==> src/rtl/hit_judge.sv <==
// Per-column hit/miss judge: key synchroniser + edge detect, IDLE/ARMED/COOL FSM,
// saturating score and combo counters. Response lands 3 edges after a KEY rise.
module hit_judge #(
   parameter int SCORE_W  = 10,
   parameter int COMBO_W  = 7,
   parameter int BONUS_AT = 8
) (
   input  logic               CLOCK,
   input  logic               RESET,
   input  logic               CLEAR,
   input  logic               KEY,
   input  logic               TARGET,
   output logic               GOTCHA,
   output logic               MISS,
   output logic [SCORE_W-1:0] SCORE,
   output logic [COMBO_W-1:0] COMBO
);

   typedef enum logic [1:0] {IDLE, ARMED, COOL} state_t;

   state_t             state;
   logic               s1, s2, s3;
   logic               press;
   logic               hit, miss;
   logic [SCORE_W:0]   score_sum;
   logic [SCORE_W-1:0] score_next;
   logic [COMBO_W-1:0] combo_next;

   // s1/s2 double as the synchroniser for the raw key; s3 gives the edge detect
   assign press = s2 & ~s3;

   always_comb begin
      hit  = 1'b0;
      miss = 1'b0;
      case (state)
         IDLE: begin
            hit  = TARGET & press;
            miss = ~TARGET & press;
         end
         ARMED: begin
            hit  = press;
            miss = ~TARGET & ~press;
         end
         default: ;
      endcase
   end

   // bonus is chosen from the combo before this hit increments it
   assign score_sum  = {1'b0, SCORE} +
                       ((int'(COMBO) >= BONUS_AT) ? (SCORE_W+1)'(2) : (SCORE_W+1)'(1));
   assign score_next = score_sum[SCORE_W] ? '1 : score_sum[SCORE_W-1:0];
   assign combo_next = (&COMBO) ? COMBO : COMBO + COMBO_W'(1);

   always_ff @(posedge CLOCK or posedge RESET) begin
      if (RESET) begin
         state  <= IDLE;
         s1     <= 1'b0;
         s2     <= 1'b0;
         s3     <= 1'b0;
         GOTCHA <= 1'b0;
         MISS   <= 1'b0;
         SCORE  <= '0;
         COMBO  <= '0;
      end else if (CLEAR) begin
         state  <= IDLE;
         s1     <= 1'b0;
         s2     <= 1'b0;
         s3     <= 1'b0;
         GOTCHA <= 1'b0;
         MISS   <= 1'b0;
         SCORE  <= '0;
         COMBO  <= '0;
      end else begin
         s1     <= KEY;
         s2     <= s1;
         s3     <= s2;
         GOTCHA <= hit;
         MISS   <= miss;
         if (hit) begin
            SCORE <= score_next;
            COMBO <= combo_next;
         end else if (miss) begin
            COMBO <= '0;
         end
         case (state)
            IDLE: begin
               if (hit)         state <= COOL;
               else if (TARGET) state <= ARMED;
            end
            ARMED: begin
               if (hit)       state <= COOL;
               else if (miss) state <= IDLE;
            end
            COOL: begin
               // the light dropping during GOTCHA is absorbed here, never a miss
               if (!TARGET) state <= IDLE;
            end
            default: state <= IDLE;
         endcase
      end
   end

endmodule

==> config.mk <==
export PLATFORM = sky130hd
export DESIGN_NAME = hit_judge
export DESIGN_NICKNAME = d
export VERILOG_FILES = /design/src/rtl/hit_judge.sv
export SDC_FILE = /design/constraint.sdc
export NUM_CORES = 1
export LEC_CHECK = 0
export CORE_UTILIZATION = 35
export CTS_BUF_LIST = sky130_fd_sc_hd__clkbuf_4 sky130_fd_sc_hd__clkbuf_8
export DETAILED_ROUTE_END_ITERATION = 16
export DONT_BUFFER_PORTS = 1
export SETUP_SLACK_MARGIN = 0.2
export SYNTH_ARGS = -nofsm -noshare
export SYNTH_HDL_FRONTEND = slang
export SYNTH_SLANG_ARGS = --single-unit
==> constraint.sdc <==
create_clock -name CLOCK -period 2.6 [get_ports CLOCK]
set_clock_uncertainty 0.2 [all_clocks]
set_input_delay 0.65 -clock CLOCK [delete_from_list [all_inputs] [get_ports CLOCK]]
set_output_delay 0.65 -clock CLOCK [all_outputs]
set_load 0.01 [all_outputs]
-- Word level (Yosys, flattened, before mapping)
Index checks and enable logic that the tools add are counted.
- register bits after elaboration: 24
- bits in latches: 0
- memory bits (writable): 0
- bits in read-only memories: 0
- memories kept: 0
- add/subtract/negate cells: 2
- multiply operators: 0
- divide/modulo/power cells: 0
- $lt $le $gt $ge: 1
- equality and inequality tests: 6
- shift-type cells: 0
- muxes and demuxes: 22
- bitwise gates (word level): 7
- reductions and logical operators: 6
- operators with widths (kind ; count):
    2-to-1 mux 10 bit ; 3
    2-to-1 mux 7 bit ; 4
    2-to-1 mux 2 bit ; 7
    adder 10 x 2 -> 11 bit ; 1
    inequality test 4 bit (second input constant) ; 2
    adder 7 x 1 -> 7 bit (second input constant) ; 1
    >= comparator 7 x 4 -> 1 bit (second input constant) ; 1
    AND reduction 7 bit ; 1
    inequality test 3 bit (second input constant) ; 2
    one-hot mux 2 bit (3 select lines) ; 1
    2-to-1 mux 1 bit ; 5
    AND 1 bit ; 4
    one-hot mux 1 bit (2 select lines) ; 2
    inverter 1 bit ; 3
    AND reduction 3 bit ; 1
    nonzero test 3 bit ; 1
    == test 2 x 1 -> 1 bit (second input constant) ; 1
    == test 2 bit (second input constant) ; 1
    logical NOT 2 bit ; 1
    AND reduction 2 bit ; 1
    nonzero test 2 bit ; 1

-- Depth between registers and ports, before layout
- depth in word-level cells: 9
- gate-level depth with buffers: 9
- depth with buffers taken out: 8

-- Worst setup path after synthesis
Ideal clock, no wire load.
- path kind: register to register
- start point: register COMBO[3]
- end point: register SCORE[3]
- setup time: 101 ps
- data arrival time: 2302 ps
- slack: -3 ps
- cell stages (with the launch flop): 10
- period minus slack after synthesis: 2603 ps
- path through: dfrtp_1 -> or4_1 -> inv_1 -> ha_1 -> fa_1 -> and3_1 -> clkbuf_2 -> and4_1 -> nor3_1 -> nor4_1
- word-level cells in the longest chain between the ends: 6
- ends and longest elaborated chain (item ; RTL line ; text):
    start: declaration ; 16 ; output logic [COMBO_W-1:0] COMBO
    start signal: assignment ; 81 ; COMBO <= combo_next;
    >= comparator 7 x 4 -> 1 bit ; 50 ; ((int'(COMBO) >= BONUS_AT) ? (SCORE_W+1)'(2) : (SCORE_W+1)'(1));
    2-to-1 mux 2 bit ; 50 ;
    adder 10 x 2 -> 11 bit ; 49 ; assign score_sum = {1'b0, SCORE} +
    2-to-1 mux 10 bit ; 51 ; assign score_next = score_sum[SCORE_W] ? '1 : score_sum[SCORE_W-1:0];
    2-to-1 mux 10 bit ; 79 ; if (hit) begin
    2-to-1 mux 10 bit ; 64 ; end else if (CLEAR) begin
    end signal: assignment ; 80 ; SCORE <= score_next;
    end: declaration ; 15 ; output logic [SCORE_W-1:0] SCORE,
No other way between the ends. The select of a mux whose other input is x is not followed.
A chain may end at the register's enable or synchronous reset.

-- Worst setup path after layout
- start point: register COMBO[6]
- end point: register SCORE[2]
The elaborated chain is that of the path after synthesis.

==> run_results.csv <==
group,metric,value,unit
sta,hold_viol_final,0,
pwr,p_int,535.6,µW
placed_design,hpwl,1997,µm
sta,worstMarginPinSlew,0.4972,ns
sta,timing.hold.ws,0.07939,ns
status,status,"completed",
die,dieArea,0.004117,mm²
global_routing,grt_antenna_before_repair,0,
synth,synthesis.nets,149,
pwr,swShare,22.57,%
cts,clk_path_buf_depth,2,
sta,setup-violations-final,0,
placed_design,place_area,0.001439,mm²
global_routing,grt_pass1_wl,4857,µm
final_layout,syn_to_final_growth,16.84,%
cts,numCtsBuffers,3,
global_routing,grt_max_degree,26,
critical_path,endpoint_kind,"flip-flop",
critical_path,required,2.57,ns
route,drc,0,
route,ant_nets,0,
die,io_pins,24,
job,drv_cap,0,
pwr,seq_power_share,56.2,%
route,via_per_inst,5.636,
sta,clock.fmax,413.7,MHz
synth,syn_area,0.001353,mm²
route,drt-initial-drc-count,53,
global_routing,grtUsageTotal,15.04,%
placed_design,portBuffers,0,
final_layout,postLayoutCoreUtil,42.84,%
die,initial_core_util,36.67,%
cts,htree_levels,1,
cts,numClockSinks,24,
critical_path,crit_type,"flip-flop to flip-flop",
sta,finalCriticalPeriod,2.417,ns
sta,setup_tns,0,ns
pwr,pwr-share-comb,7.1,%
cts,path_clk_slew,0.08,ns
cts,cts_tree,"built",
route,routed_wl,2901,µm
route,vias,1099,
sta,final_max_slew_viol_count,0,
route,detail_route.first_pass.iterations,4,
critical_path,critPathLaunchType,"flip-flop",
critical_path,cp_max_fo,7,
route,avgRoutedWirePerCell,14.88,µm
die,core,0.003689,mm²
die,die_w,64.17,µm
final_layout,drive_above_1_share,24.49,%
synth,yosysUniqueCellTypes,40,
final_layout,final_cell_area,0.001580,mm²
pwr,powerDensity,437.7,mW/mm²
synth,syn_inst,138,
synth,syn_area_per_cell,9.801,µm²
synth,ys_warn_count,0,
synth,yosysSeqAreaShare,44.40,%
sta,relSlewSlack,66.77,%
pwr,ir_drop,0.3408,mV
placed_design,gp_congestion,0.7945,
synth,synth-seq-cells,24,
pwr,p_switching,156.1,µW
sta,worst_slack,0.1830,ns
final_layout,diodes,0,
die,rows,22,
final_layout,final_nets,159,
pwr,power_frac_clock,36.8,%
cts,cts_root_buf,"clkbuf_8",
global_routing,grt-ovfl-total,0,
sta,rsz0062_at_grt,"true",
critical_path,cp_data_arrival_time,2.39,ns
sta,min_period_over_period,92.96,%
worst_hold_path,hold_path_class,"primary input to asynchronous set/reset pin",
pwr,p_leak,0.0006737,µW
placed_design,post-place-ws,0.06624,ns
die,die_height,64.17,µm
cts,clk_latency,0.27,ns
global_routing,first_global_vias,1075,
worst max-delay path, stage by stage (launching register included):
cell,delay [ns]
dfrtp_1,0.38
or4_4,0.56
inv_4,0.07
ha_4,0.13
fa_2,0.20
and3_4,0.22
and4_4,0.25
nor2_2,0.04
a311oi_1,0.26
state kept, by name, summed over array words and instances (netlist names):
name and count:
MISS 1, s1 1, GOTCHA 1, state 2, COMBO 7, s2 1, s3 1, SCORE 10
cells by family (layout without fill, tap and decap cells):
family | after synthesis | after routing | share of synthesized area (%)
compound gates | 29 | 29 | 16.00
xor+xnor | 2 | 2 | 1.295
fa+ha+maj | 6 | 6 | 6.106
buf+inv | 14 | 23 | 4.810
flops | 24 | 24 | 44.40
mux | 1 | 1 | 0.8325
simple gates | 62 | 62 | 26.55
per-stage QoR:
step | power [µW] | cells
finish | 691.7 | 195
global route | 724.2 | 195
CTS | 700.9 | 193
detailed placement | 442.3 | 185
global placement | 440.5 | 185
floorplan | 437.6 | 138
cell usage in the layout (no fill, tap or decap), drive strengths merged, types with 3 or more instances in the layout:
| master | count |
|---|---|
| o21ai | 3 |
| nand3 | 4 |
| nor2 | 10 |
| a211oi | 3 |
| nor3 | 13 |
| and2 | 4 |
| clkbuf | 4 |
| inv | 8 |
| nor2b | 7 |
| buf | 11 |
| dfrtp | 24 |
| a21oi | 7 |
| ha | 5 |
| nand2 | 6 |
| and3 | 4 |
| nor4 | 5 |
synth_stat cells, drive strengths merged:
cell type	n	area, µm²
a211o	1	8.760
a211oi	3	22.52
a21o	2	15.01
a21oi	7	35.03
a221o	1	10.01
a22o	1	8.760
a311oi	2	17.52
a31oi	2	12.51
a41oi	2	17.52
and2	4	25.02
and3	4	25.02
and4	2	17.52
and4bb	1	16.27
buf	2	18.77
clkbuf	4	16.26
dfrtp	24	600.6
fa	1	20.02
ha	5	62.56
inv	8	30.03
mux2	1	11.26
nand2	6	22.52
nand3	4	20.02
nand3b	2	15.01
nand4	2	12.51
nor2	10	37.54
nor2b	7	43.79
nor3	13	70.07
nor4	5	31.28
nor4b	1	15.01
o21a	1	7.510
o21ai	3	15.01
o21ba	1	10.01
o21bai	2	26.28
o32a	1	10.01
or4	1	7.510
xor2	2	17.52
final timing paths:
path                            depth (start not counted)                  from                   end  slack, ns
worst max-delay path                                    8  COMBO[6]$_DFFE_PP0P_  SCORE[2]$_DFFE_PP0P_       0.18
worst min-delay path                                    1                 RESET  COMBO[1]$_DFFE_PP0P_       0.08
worst max register to register                          8  COMBO[6]$_DFFE_PP0P_  SCORE[2]$_DFFE_PP0P_       0.18
worst min register to register                          1          s1$_DFF_PP0_          s2$_DFF_PP0_       0.28
max in group asynchronous                               2                 RESET          s2$_DFF_PP0_       1.58
min in group CLOCK                                      1                 CLEAR  COMBO[3]$_DFFE_PP0P_       0.23
routing by layer:
layer	vias to the layer above	wire length (µm)	track usage (%)	part of all wire, %
li1	526	-	-	-
met3	2	185	5.536	6.4
met1	544	1310	19.08	45
met5	-	0	0	0
met4	0	19	3.333	0.65
met2	27	1385	24.34	48
power by group through the flow:
stage | Sequential [µW] | Clock (µW) | Combinational (µW)
after floorplan | 394 | 0 | 43.3
after global placement | 396 | 0 | 44.9
after detailed placement | 396 | 0 | 46.3
after CTS | 389 | 264 | 47.9
after global routing | 390 | 279 | 55.5
final | 389 | 254 | 48.9
final cells by class:
cell class / instances / area, µm²
Timing Repair Buffer: 11 / 82.58
Clock buffer: 4 / 55.05
Sequential cell: 24 / 603.1
Multi-Input combinational cell: 100 / 747.0
Fill cell: 354 / 2108
Inverter: 8 / 32.53
Tap cell: 48 / 60.06
timing repair:
item                                    in CTS  in global routing
buffers inserted                             4                  2
cloned                                       0                  0
endpoints found under the setup margin       7                 10
hold buffers                                 0                  0
hold endpoints to repair                     0                  0
pin swaps                                    4                  5
resized for setup                            4                  6
No activity file was read; power rests on OpenSTA's default activity.
